===== config.mk =====
export PLATFORM = sky130hd
export DESIGN_NAME = plot_sink_fb_writer_flat
export DESIGN_NICKNAME = d
export VERILOG_FILES = /design/src/rtl/cube_pkg.sv /design/src/rtl/plot_sink_fb_writer_if.sv /design/src/rtl/plot_fifo.sv /design/src/rtl/plot_sink_fb_writer.sv /design/src/flat_wrapper.sv
export SDC_FILE = /design/constraint.sdc
export NUM_CORES = 1
export LEC_CHECK = 0
export CORE_ASPECT_RATIO = 1.75
export CORE_UTILIZATION = 44
export DETAILED_ROUTE_END_ITERATION = 7
export PLACE_DENSITY = 0.64
export SLEW_MARGIN = 20
export SYNTH_ARGS = -nofsm -noshare
export SYNTH_HDL_FRONTEND = slang
export SYNTH_SLANG_ARGS = --single-unit

===== constraint.sdc =====
create_clock -name clk -period 5.02 [get_ports clk]
set_input_delay 0.502 -clock clk [delete_from_list [all_inputs] [get_ports clk]]
set_output_delay 0.502 -clock clk [all_outputs]
set_load 0.005 [all_outputs]

===== src/rtl/cube_pkg.sv =====
// Shared types and screen geometry for the plot sink and its framebuffer write path.
package cube_pkg;

  localparam int unsigned SCREEN_W_DEF = 160;
  localparam int unsigned SCREEN_H_DEF = 120;
  localparam int unsigned FB_AW        = 15;
  localparam int unsigned FB_WORDS     = 19200;

  typedef logic [2:0] colour_t;

  typedef struct packed {
    logic [7:0] x;
    logic [6:0] y;
    colour_t    colour;
  } plot_t;

  typedef enum logic [1:0] {IDLE, DRAIN, CLEAR} sink_state_t;

  function automatic logic [FB_AW-1:0] fb_addr_of(input logic [7:0] x, input logic [6:0] y,
                                                  input int unsigned w);
    return FB_AW'(y) * FB_AW'(w) + FB_AW'(x);
  endfunction

endpackage


===== src/rtl/plot_sink_fb_writer_if.sv =====
// Pixel-plot stream from cube_drawer to the sink, including the clear request.
interface plot_sink_fb_writer_if;
  import cube_pkg::*;

  logic [7:0] x;
  logic [6:0] y;
  colour_t    colour;
  logic       plot;
  logic       ready;
  logic       clear_req;
  colour_t    clear_colour;

  modport master (output x, y, colour, plot, clear_req, clear_colour, input ready);
  modport slave  (input x, y, colour, plot, clear_req, clear_colour, output ready);
endinterface


===== src/rtl/plot_fifo.sv =====
// Synchronous FIFO of plot_t entries; DEPTH must be a power of 2 and >= 2.
module plot_fifo
  import cube_pkg::*;
#(
  parameter int unsigned DEPTH = 8
) (
  input  logic                   clk,
  input  logic                   rst_n,
  input  logic                   push,
  input  logic                   pop,
  input  plot_t                  din,
  output plot_t                  dout,
  output logic                   full,
  output logic                   empty,
  output logic [$clog2(DEPTH):0] level
);
  localparam int unsigned AW = $clog2(DEPTH);
  localparam logic [AW:0] FULL_LVL = DEPTH[AW:0];

  plot_t          mem [DEPTH];
  logic [AW-1:0]  wr_q, rd_q;
  logic [AW:0]    cnt_q;
  logic           do_push, do_pop;

  assign full    = (cnt_q == FULL_LVL);
  assign empty   = (cnt_q == '0);
  assign level   = cnt_q;
  assign do_push = push && !full;
  assign do_pop  = pop && !empty;
  assign dout    = mem[rd_q];

  always_ff @(posedge clk or negedge rst_n) begin
    if (!rst_n) begin
      wr_q  <= '0;
      rd_q  <= '0;
      cnt_q <= '0;
    end else begin
      if (do_push) wr_q <= wr_q + AW'(1);
      if (do_pop)  rd_q <= rd_q + AW'(1);
      cnt_q <= cnt_q + (AW+1)'(do_push) - (AW+1)'(do_pop);
    end
  end

  always_ff @(posedge clk) begin
    if (do_push) mem[wr_q] <= din;
  end
endmodule


===== src/rtl/plot_sink_fb_writer.sv =====
// Buffers plot requests into framebuffer writes and runs full-screen clear sweeps.
// Optional PLOT_SINK_BOUNDS_CHECK_EN drops off-screen plots and counts them on oob_count.
module plot_sink_fb_writer
  import cube_pkg::*;
#(
  parameter int unsigned SCREEN_W   = SCREEN_W_DEF,
  parameter int unsigned SCREEN_H   = SCREEN_H_DEF,
  parameter int unsigned FIFO_DEPTH = 8
) (
  input  logic                  clk,
  input  logic                  resetn,
  plot_sink_fb_writer_if.slave  ps,
  output logic                  busy,
  output logic [FB_AW-1:0]      fb_addr,
  output colour_t               fb_data,
  output logic                  fb_we,
  output logic [7:0]            drop_count
`ifdef PLOT_SINK_BOUNDS_CHECK_EN
  ,
  output logic [7:0]            oob_count
`endif
);
  localparam int unsigned      LW        = $clog2(FIFO_DEPTH) + 1;
  localparam logic [LW-1:0]    FULL_LVL  = FIFO_DEPTH[LW-1:0];
  localparam logic [FB_AW-1:0] LAST_ADDR = FB_AW'(SCREEN_W * SCREEN_H - 1);

  sink_state_t      state_q, state_d;
  logic             ready_q, ready_d;
  colour_t          clr_colour_q, clr_colour_d;
  logic [FB_AW-1:0] clr_cnt_q, clr_cnt_d;
  plot_t            s1_q, s1_d;
  logic             s1_v_q, s1_v_d;
  logic [FB_AW-1:0] fb_addr_q, fb_addr_d;
  colour_t          fb_data_q, fb_data_d;
  logic             fb_we_q, fb_we_d;
  logic [7:0]       drop_q, drop_d;

  logic             accept, push, pop, full, empty;
  logic [LW-1:0]    level, level_next;
  plot_t            fifo_din, fifo_dout;

  assign accept   = ps.plot && ready_q;
  assign fifo_din = '{x: ps.x, y: ps.y, colour: ps.colour};
  assign pop      = !empty;

`ifdef PLOT_SINK_BOUNDS_CHECK_EN
  logic       in_bounds;
  logic [7:0] oob_q, oob_d;

  assign in_bounds = (32'(ps.x) < SCREEN_W) && (32'(ps.y) < SCREEN_H);
  assign push      = accept && in_bounds;
  assign oob_d     = (accept && !in_bounds && oob_q != 8'hFF) ? oob_q + 8'd1 : oob_q;
  assign oob_count = oob_q;

  always_ff @(posedge clk or negedge resetn) begin
    if (!resetn) oob_q <= '0;
    else         oob_q <= oob_d;
  end
`else
  assign push = accept;
`endif

  plot_fifo #(.DEPTH(FIFO_DEPTH)) u_fifo (
    .clk   (clk),
    .rst_n (resetn),
    .push  (push),
    .pop   (pop),
    .din   (fifo_din),
    .dout  (fifo_dout),
    .full  (full),
    .empty (empty),
    .level (level)
  );

  assign level_next = level + LW'(push) - LW'(pop);

  always_comb begin
    state_d      = state_q;
    clr_colour_d = clr_colour_q;
    clr_cnt_d    = '0;
    s1_d         = fifo_dout;
    s1_v_d       = pop;
    fb_addr_d    = fb_addr_q;
    fb_data_d    = fb_data_q;
    fb_we_d      = 1'b0;
    drop_d       = (ps.plot && !ready_q && drop_q != 8'hFF) ? drop_q + 8'd1 : drop_q;

    unique case (state_q)
      IDLE: begin
        if (ps.clear_req) begin
          state_d      = DRAIN;
          clr_colour_d = ps.clear_colour;
        end
      end
      DRAIN: begin
        if (empty && !s1_v_q) state_d = CLEAR;
      end
      CLEAR: begin
        clr_cnt_d = clr_cnt_q + FB_AW'(1);
        if (clr_cnt_q == LAST_ADDR) begin
          state_d   = IDLE;
          clr_cnt_d = '0;
        end
      end
      default: state_d = IDLE;
    endcase

    // The sweep owns the write port; the FIFO is guaranteed empty while it runs.
    if (state_q == CLEAR) begin
      fb_we_d   = 1'b1;
      fb_addr_d = clr_cnt_q;
      fb_data_d = clr_colour_q;
    end else if (s1_v_q) begin
      fb_we_d   = 1'b1;
      fb_addr_d = fb_addr_of(s1_q.x, s1_q.y, SCREEN_W);
      fb_data_d = s1_q.colour;
    end

    ready_d = (level_next != FULL_LVL) && (state_d == IDLE);
  end

  always_ff @(posedge clk or negedge resetn) begin
    if (!resetn) begin
      state_q      <= IDLE;
      ready_q      <= 1'b0;
      clr_colour_q <= '0;
      clr_cnt_q    <= '0;
      s1_q         <= '0;
      s1_v_q       <= 1'b0;
      fb_addr_q    <= '0;
      fb_data_q    <= '0;
      fb_we_q      <= 1'b0;
      drop_q       <= '0;
    end else begin
      state_q      <= state_d;
      ready_q      <= ready_d;
      clr_colour_q <= clr_colour_d;
      clr_cnt_q    <= clr_cnt_d;
      s1_q         <= s1_d;
      s1_v_q       <= s1_v_d;
      fb_addr_q    <= fb_addr_d;
      fb_data_q    <= fb_data_d;
      fb_we_q      <= fb_we_d;
      drop_q       <= drop_d;
    end
  end

  assign ps.ready   = ready_q;
  assign busy       = (state_q != IDLE) || !empty;
  assign fb_addr    = fb_addr_q;
  assign fb_data    = fb_data_q;
  assign fb_we      = fb_we_q;
  assign drop_count = drop_q;
endmodule

===== src/flat_wrapper.sv =====
// flat-port wrapper written by rule: the top's interface ports become plain ports
module plot_sink_fb_writer_flat import cube_pkg::*;
#(
  parameter int unsigned SCREEN_W   = SCREEN_W_DEF,
  parameter int unsigned SCREEN_H   = SCREEN_H_DEF,
  parameter int unsigned FIFO_DEPTH = 8
)
  (clk, resetn, busy, fb_addr, fb_data, fb_we, drop_count, ps_x, ps_y, ps_colour, ps_plot, ps_clear_req, ps_clear_colour, ps_ready);
  plot_sink_fb_writer_if ps_i ();
  input  logic clk;
  input  logic resetn;
  output logic busy;
  output logic [FB_AW-1:0] fb_addr;
  output colour_t fb_data;
  output logic fb_we;
  output logic [7:0] drop_count;
  input wire logic [$bits(ps_i.x)-1:0] ps_x;
  input wire logic [$bits(ps_i.y)-1:0] ps_y;
  input wire logic [$bits(ps_i.colour)-1:0] ps_colour;
  input wire logic [$bits(ps_i.plot)-1:0] ps_plot;
  input wire logic [$bits(ps_i.clear_req)-1:0] ps_clear_req;
  input wire logic [$bits(ps_i.clear_colour)-1:0] ps_clear_colour;
  output wire logic [$bits(ps_i.ready)-1:0] ps_ready;
  assign ps_i.x = ps_x;
  assign ps_i.y = ps_y;
  assign ps_i.colour = ps_colour;
  assign ps_i.plot = ps_plot;
  assign ps_i.clear_req = ps_clear_req;
  assign ps_i.clear_colour = ps_clear_colour;
  assign ps_ready = ps_i.ready;
  plot_sink_fb_writer #(.SCREEN_W(SCREEN_W), .SCREEN_H(SCREEN_H), .FIFO_DEPTH(FIFO_DEPTH)) u_core (.clk(clk), .resetn(resetn), .ps(ps_i), .busy(busy), .fb_addr(fb_addr), .fb_data(fb_data), .fb_we(fb_we), .drop_count(drop_count));
endmodule

# Yosys cells after proc, flatten, opt, wreduce, memory -nomap -nowiden
# Memory sizes are Yosys's and may differ from the RTL's. A register that Yosys moved wholly into a read port is not among the register bits.
# Index checks and enable logic that the tools add are counted.
dict set report totals {
  register_bits 59
  mem_bits_rw 144
  inputBits 25
  memories 1
}
dict set report op_classes {
  addsub 9
  multipliers 1
  n_eq_ne 6
  mux 14
  reduce_logical 18
}
# name depth width rd rd_ports_with_merged_regs wr line_no
set memory_table {}
lappend memory_table {u_core.u_fifo.mem 8 18 1 1 1 plot_fifo.sv:20} ;# plot_t mem [DEPTH];
# operator n
set op_table {}
lappend op_table {{$mux 15} 4}
lappend op_table {{$add 15x1->15 const B} 1}
lappend op_table {{$add 15x8->15} 1}
lappend op_table {{$eq 15x15->1 const B} 1}
lappend op_table {{$mul 7x3->10 const B} 1}
lappend op_table {{$add 4x1->4} 2}
lappend op_table {{$add 8x1->8 const B} 1}
lappend op_table {{$ne 8x8->1 const B} 1}
lappend op_table {{$sub 4x1->4} 2}
lappend op_table {{$add 3x1->3 const B} 2}
lappend op_table {{$logic_and 1x1->1} 6}
lappend op_table {{$mux 2} 3}
lappend op_table {{$mux 3} 2}
lappend op_table {{$pmux 2 s3} 1}
lappend op_table {{$logic_not 1->1} 5}
lappend op_table {{$eq 4x4->1 const B} 1}
lappend op_table {{$logic_not 2->1} 2}
lappend op_table {{$logic_not 4->1} 1}
lappend op_table {{$mux 1} 4}
lappend op_table {{$ne 4x4->1 const B} 1}
lappend op_table {{$reduce_bool 2->1} 2}
lappend op_table {{$eq 2x1->1 const B} 1}
lappend op_table {{$eq 2x2->1 const B} 1}
lappend op_table {{$reduce_and 2->1} 1}
lappend op_table {{$logic_or 1x1->1} 1}

# Depth between registers and ports, before layout
# Gate-level depths: netlist of the first run.
dict set report depth {
  depth_word 6
  ltp_mapped 11
  depth_no_buf 11
}

# Cells and area by module
# A second synthesis of the first run with hierarchy kept.
dict set report unflattened {
  hier_cells 564
  area_unflattened_um2 9446.6
}
# module n_inst cells_per_inst area_each_um2
set by_module_without_submodules {}
lappend by_module_without_submodules {plot_fifo 1 265 6097.1}
lappend by_module_without_submodules {plot_sink_fb_writer 1 299 3349.5}

# Worst setup path after synthesis of the first run
# OpenSTA, ideal clock, no wires.
dict set report synth_path {
  path_type {input -> register}
  startpoint {input port ps_plot}
  endpoint {memory u_core.u_fifo.mem[1][0] (netlist name) (enable)}
  setup_ns 0.416
  arrival_time_ns 2.336
  required_time_ns 4.604
  slack_ns 2.268
  cell_stages 4
  n_path_buf 0
  path_cell_list {nand2_1 > a21oi_1 > nand2_1 > nor3_1}
}
dict set report synth_via {
  elab_chain_cells 4
}
# item line_no
set synth_lines {}
lappend synth_lines {{start: declaration} flat_wrapper.sv:20} ;# input wire logic [$bits(ps_i.plot)-1:0] ps_plot;
lappend synth_lines {{$logic_and 1x1->1} plot_sink_fb_writer.sv:42} ;# assign accept = ps.plot && ready_q;
lappend synth_lines {{$logic_and 1x1->1} plot_fifo.sv:28} ;# assign do_push = push && !full;
lappend synth_lines {{$mux 1} plot_fifo.sv:45} ;# if (do_push) mem[wr_q] <= din;
lappend synth_lines {{$mux 1 (not written as such)} plot_fifo.sv:45}
lappend synth_lines {{end: declaration} plot_fifo.sv:20}
# No other way between the ends.

# Final worst setup path of the first run
dict set report layout_path {
  startpoint {register u_core.u_fifo.cnt_q[1] (netlist: u_core.u_fifo.level[1])}
  endpoint {output port busy}
}
dict set report layout_via {
  elab_chain_cells 3
}
# item line_no
set layout_lines {}
lappend layout_lines {{start: declaration} plot_fifo.sv:22} ;# logic [AW:0] cnt_q;
lappend layout_lines {{start signal: assignment} plot_fifo.sv:40} ;# cnt_q <= cnt_q + (AW+1)'(do_push) - (AW+1)'(do_pop);
lappend layout_lines {{$logic_not 4->1} plot_fifo.sv:26} ;# assign empty = (cnt_q == '0);
lappend layout_lines {{$logic_not 1->1} --}
lappend layout_lines {{named net u_core.pop} plot_sink_fb_writer.sv:38} ;# logic accept, push, pop, full, empty;
lappend layout_lines {{$logic_or 1x1->1} plot_sink_fb_writer.sv:149} ;# assign busy = (state_q != IDLE) || !empty;
lappend layout_lines {{end: declaration} flat_wrapper.sv:12} ;# output logic busy;
# The timed path passes the listed nets, and every way through them passes these cells.

==> impl_metrics.ini, run 1 <==
[synthesis]
yosysWarnings = 0
async_reset_ff_share_pct = 34.8
syn_avg_cell_area_um2 = 16.6
syn-cell-area_um2 = 9160
ys_seq_area_share_pct = 68.2
synthesis.nets = 607
synthCells = 552
post_synth_num_cell_types = 40
synth_seq_cells = 221
synth-edff-count = 144
synth-main-ff-cell = edfxtp_1

[clock_tree]
root_buffer = clkbuf_16
cts.sinks = 221
hold_buffers = 0
cts-resized-gates = 0
cts_buffer_depth = 3
cts_tree = done
h-tree-depth = 1
path_clk_slew_ps = 70
cts_made_buffers = 20
clk_latency_ps = 490
post_cts_buffers = 0

[setup_path]
cpMaxStageDelayCell = dfrtp_1
critPathArrivalTime_ps = 2260
path_max_fanout = 8
worst-path-buf-inv = 1
required_ps = 4520
end_kind = output pin
crit_path_start_kind = flip-flop
path_delay_family = simple AND/OR/NAND/NOR gates
path_cells = nor2_1 -> nand2_1 -> or3_1 -> clkdlybuf4s50_1
worstSetupPathType = reg2out
slowest_delay_ps = 470

[global_route]
grt_pass1_wl_um = 27200
grt.total_usage_pct = 16.5
grt_pass1_vias = 5101
grt_max_degree = 78
antenna_found_initial = 0
overflow = 0

[sta]
hold_slack_ps = 156
setup_viol = 0
slew_headroom_pct = 28.9
finalSetupTns_ps = 0
period_needed_ps = 2760
skew_ps = 14.6
fin_ws_ps = 2260
rsz0062_at_grt = false
drv_slew = 0
finalHoldViolCount = 0
fin_crit_sh_pct = 54.9
worst_slew_pin_slew_ps = 1070
max_freq_mhz = 363

[drt]
vias = 4724
drt_pre_antenna_iters = 6
drt_iter0_drc = 287
wl_um = 16800
vias_per_cell = 5.37
ant_nets = 0
wl_per_cell_um = 19.1
drc = 17

[power]
swShare_pct = 29.7
power_switching_w = 0.00182
p_leak_nw = 3.99
comb_power_share_pct = 34.9
ir_drop_v = 0.000233
internal-power_w = 0.00430
p_per_area_nw_per_um2 = 574
seqPwrFrac_pct = 40.1
clockPowerShare_pct = 25.0

[die]
initial_core_util_pct = 45.0
die_h_um = 193
ios = 54
die_x_um = 111
core_um2 = 20400
num_rows = 69
dieArea_um2 = 21400

[placed_design]
io_buffers = 53
dpl.cell_count = 845
place_hpwl_um = 10900
post-place-ws_ps = 2280
gp_congestion = 0.782

[finish]
fin_cells = 880
fin_nets = 674
synthToLayoutAreaGrowth_pct = 16.4
diodes = 0
drive_above_1_share_pct = 17.1

[outcome]
violations = design-rule violations
status = finished, violations left

[min_path]
hold_class = in2async

[run]
maxCapViolations = 0
## area by class of cell
class / count / area (um2)
clock buffer: 28 / 572
clock inverter: 7 / 87.6
fill: 1654 / 9710
inverter: 21 / 78.8
multi-input combinational: 292 / 2760
sequential: 221 / 6250
tap: 248 / 310
timing repair buffer: 63 / 603
## cells in the mapped netlist (all sizes together), types with 2 or more instances
cell type / count / area share (%)
edfxtp: 144 / 47
dfrtp: 77 / 21
nor2: 46 / 1.9
mux4: 36 / 8.9
ha: 26 / 3.6
mux2: 24 / 3.0
xnor2: 24 / 2.4
a21oi: 22 / 1.2
inv: 21 / 0.86
nand2: 17 / 0.70
xor2: 14 / 1.3
mux2i: 13 / 1.4
o21ai: 11 / 0.60
buf: 10 / 0.59
nand3: 9 / 0.49
clkbuf: 8 / 0.33
and3: 7 / 0.48
nor3b: 6 / 0.55
a21o: 5 / 0.41
nand2b: 5 / 0.34
fa: 4 / 0.87
nand4: 4 / 0.27
nor3: 4 / 0.22
nor2b: 2 / 0.14
nor4b: 2 / 0.19
o21bai: 2 / 0.29
or3: 2 / 0.14
## flip-flops by register name (all words and copies together), names as in the netlist
signal and count:
u_core.u_fifo.mem 144, u_core.state_q 2, u_core.u_fifo.level 4, u_core.clr_cnt_q 15
u_core.drop_count 8, u_core.u_fifo.rd_q 3, u_core.s1_v_q 1, u_core.u_fifo.wr_q 3
u_core.fb_we 1, u_core.s1_q 18, u_core.fb_addr 15, u_core.clr_colour_q 3
u_core.ps.ready 1, u_core.fb_data 3
## cell families after synthesis
logic type | Yosys count | share of synthesized area (%)
AOI/OAI and AO/OA | 43 | 2.77
xor gates and xnor gates | 38 | 3.71
adders and majority gates | 30 | 4.43
buffers and inverters | 39 | 1.78
DFF | 221 | 68.2
muxes | 73 | 13.2
and+or+nand+nor | 108 | 5.86
## layout by cell type (no fill, tap or decap), types with 2 or more instances in the layout
master and n:
a21oi_1 22, dfrtp_1 76, nand2_1 17, mux2_2 24
nor4b_1 2, nor3b_1 5, nand4_1 4, nand2b_1 4
mux4_2 36, xor2_1 14, bufinv_16 2, ha_1 26
o21ai_1 2, nand3_1 9, nor3_1 2, xnor2_1 23
a21o_1 5, clkbuf_1 5, clkbuf_16 21, inv_1 21
fa_1 4, clkinv_1 2, and3_1 7, or3_1 2
clkdlybuf4s50_1 52, clkbuf_8 2, mux2i_1 13, nor2_1 46
nor2b_1 2, clkinvlp_4 2, edfxtp_1 144, buf_4 11
nor3_2 2, o21ai_0 9
## power by group through the flow
stage	clock network, W	registers, W	logic (W)
after floorplan	0	0.00237	0.00168
after global routing	0.00163	0.00250	0.00237
after detailed placement	0	0.00250	0.00216
after CTS	0.00158	0.00247	0.00217
final	0.00153	0.00246	0.00213
after global placement	0	0.00249	0.00210
## metrics by stage
| step | utilization, % | total power, W | area, um2 |
|---|---|---|---|
| after global routing | 52.3 | 0.00649 | 10700 |
| after floorplan | - | 0.00404 | 9160 |
| after global placement | 49.1 | 0.00459 | 10000 |
| final | 52.3 | 0.00612 | 10700 |
| after CTS | 52.3 | 0.00622 | 10700 |
| after detailed placement | 49.1 | 0.00466 | 10000 |
## worst register-to-register path, delay by kind of cell (launching register included)
| kind | cells | cell delay, ps |
|---|---|---|
| simple gates | 4 | 850 |
| xor+xnor | 1 | 130 |
| buf+inv | 2 | 110 |
| fa+ha+maj | 3 | 910 |
| flops | 1 | 470 |
## final timing paths
check                                            start                    end  slack, ps  cells past startpoint
worst max register to register  u_core.u_fifo.level[1]        u_core.ps.ready       2430                     10
worst min register to register    u_core.drop_count[7]   u_core.drop_count[7]        500                      1
worst min-delay path                            resetn        u_core.ps.ready        160                      1
worst max-delay path            u_core.u_fifo.level[1]                   busy       2260                      4
max in group asynchronous                       resetn  u_core.u_fifo.rd_q[0]       4160                      1
min in group clk                  u_core.drop_count[7]   u_core.drop_count[7]        500                      1
## per-layer routing
layer / GRT usage (%) / share of wire, %
met1: 18.8 / 40
met2: 31.9 / 55
met3: 2.23 / 3.4
met4: 5.04 / 2.0
met5: 0 / 0
(Power assumes the default switching activity.)
==> inputs of run 2 (changes only) <==
==> constraint.sdc (replaced) <==
create_clock -name clk -period 2.75 [get_ports clk]
set_input_delay 0.275 -clock clk [delete_from_list [all_inputs] [get_ports clk]]
set_output_delay 0.275 -clock clk [all_outputs]
set_load 0.005 [all_outputs]
==> run 2 against run 1 <==
Effect of this change:
- register-to-register slack lost 2200 ps
- sequential share of layout area shrank 0.63 points
- flip-flop and latch count is the same
- count of clock-buffer cells in the layout grew 1
- largest cell class unchanged
- wire length shrank 0.38%
- critical path type is now reg2reg
- sequential power grew 77%
- total power grew 84%
- worst hold slack gained 72 ps
- the run still ends with design-rule violations left
- combinational power grew 91%
==> impl_metrics.ini, run 2 (same netlist as run 1, synthesis figures left out) <==
[clock_tree]
path_clk_slew_ps = 70
clk_latency_ps = 490
cts_buffer_depth = 3
post_cts_buffers = 0
cts-resized-gates = 0
h-tree-depth = 1
root_buffer = clkbuf_16
cts_made_buffers = 20
cts_tree = done
cts.sinks = 221

[finish]
num-fill-cells = 1639
drive_above_1_share_pct = 18.3
final_area_um2 = 10800
reg_top3 = u_core.u_fifo.mem (144), u_core.s1_q (18)
fin_cells = 889
final_cell_mix = edfxtp_1 (144), dfrtp_1 (76), clkdlybuf4s50_1 (52)
synthToLayoutAreaGrowth_pct = 17.7
largest_register_ff_count = 144
final_common_cell = edfxtp_1
fin_nets = 682
diodes = 0
regMostFlops = u_core.u_fifo.mem

[outcome]
violations = design-rule violations
status = finished, violations left

[power]
clockPowerShare_pct = 25.3
comb_power_share_pct = 36.0
ir_drop_v = 0.000398
p_leak_nw = 4.06
power_switching_w = 0.00329
power_w = 0.0113
p_per_area_nw_per_um2 = 1040
internal-power_w = 0.00796
seqPwrFrac_pct = 38.6
swShare_pct = 29.3

[drt]
vias = 4771
wl_um = 16800
vias_per_cell = 5.37
drc = 16
ant_nets = 0
wl_per_cell_um = 18.9
drt_pre_antenna_iters = 6
drt_iter0_drc = 245

[placed_design]
place_hpwl_um = 10800
io_buffers = 53
gp_congestion = 0.778
placed_area_um2 = 10100
dpl.cell_count = 851

[die]
core_um2 = 20400
die_h_um = 193
initial_core_util_pct = 45.0
dieArea_um2 = 21400
ios = 54
die_x_um = 111
num_rows = 69

[setup_path]
path_cells = ha_1 -> ha_1 -> inv_1 -> fa_1 -> xnor2_1 -> nand3_1 -> o21bai_4 -> nor4_4 -> xnor2_1 -> o21ai_1
slowest_delay_ps = 400
path_max_fanout = 3
crit_start = u_core.s1_q[4]
end_kind = flip-flop
worstSetupPathType = reg2reg
required_ps = 3110
path_delay_family = adder cells
cpMaxStageDelayCell = dfrtp_1
worst-path-buf-inv = 1
r2r-start = u_core.s1_q[4]
critPathArrivalTime_ps = 2850
crit_path_start_kind = flip-flop

[sta]
fin_crit_sh_pct = 90.3
setup_viol = 0
rsz0062_at_grt = false
skew_ps = 17.8
finalHoldViolCount = 0
slew_headroom_pct = 32.4
hold_slack_ps = 228
finalSetupTns_ps = 0
period_needed_ps = 2480
worst_slew_pin_slew_ps = 1010
drv_slew = 0
max_freq_mhz = 403

[global_route]
antenna_found_initial = 0
grt_pass1_wl_um = 27100
grt_max_degree = 78
grt.total_usage_pct = 16.5
overflow = 0
grt_pass1_vias = 5204

[run]
maxCapViolations = 0

[min_path]
hold_class = in2async
==> run 2: cell types whose count changed in the layout (fill, tap and decap cells not counted), sizes merged <==
cell,previous run,this run
clkbuf,28,29
clkinv,3,4
dlygate4sd3,0,1
buf,11,18
clkinvlp,2,1
==> run 2: final timing paths <==
check                                          to  slack, ps  depth (start not counted)
setup / recovery               u_core.fb_addr[13]        270                         10
min in group clk           u_core.clr_colour_q[1]        400                          2
hold reg to reg              u_core.drop_count[7]        510                          1
max in group asynchronous          u_core.s1_q[3]       1940                          3
hold / removal               u_core.drop_count[0]        230                          2
setup reg to reg               u_core.fb_addr[13]        270                         10
==> run 2: per-stage QoR <==
step / utilization (%) / setup WS (ps)
2_1_floorplan: - / 14.7
3_3_place_gp: 49.4 / 304
3_5_place_dp: 49.4 / 244
4_1_cts: 52.8 / 239
5_1_grt: 52.9 / 81.7
6_report: 52.9 / 267
==> run 2: cell type report <==
class	count	area, um2	area share (%)
Clock inverter	7	83.8	0.778
Clock buffer	29	598	5.55
Tap cell	248	310	2.88
Timing Repair Buffer	71	698	6.48
Sequential cell	221	6250	58.0
Inverter	21	78.8	0.731
Multi-Input combinational cell	292	2760	25.6
==> run 2: repair_timing <==
action / CTS / global route
hold buffers: 1 / 0
hold endpoints to repair: 61 / 0
endpoints found under the setup margin: 0 / 0
==> run 2: worst register-to-register path: stages (launching register included) <==
cell,delay (ps)
dfrtp_1,400
ha_1,290
ha_1,160
inv_1,50
fa_1,390
xnor2_1,230
nand3_1,120
o21bai_4,200
nor4_4,280
xnor2_1,150
o21ai_1,90
==> run 2: power groups by stage <==
stage / Combinational (W) / Sequential (W) / Clock [W]
2_1_floorplan: 0.00306 / 0.00432 / 0
3_3_place_gp: 0.00402 / 0.00440 / 0
3_5_place_dp: 0.00411 / 0.00442 / 0
4_1_cts: 0.00414 / 0.00435 / 0.00292
5_1_grt: 0.00451 / 0.00441 / 0.00304
6_report: 0.00406 / 0.00435 / 0.00285
==> run 2: per-layer routing <==
layer  GRT usage (%)  share of wire (%)  vias up
met5               0                  0        -
li1                -                  -     2204
met1            18.8                 40     2457
met4            5.56                2.3        0
met2            31.6                 55       83
met3            2.10                3.3       27
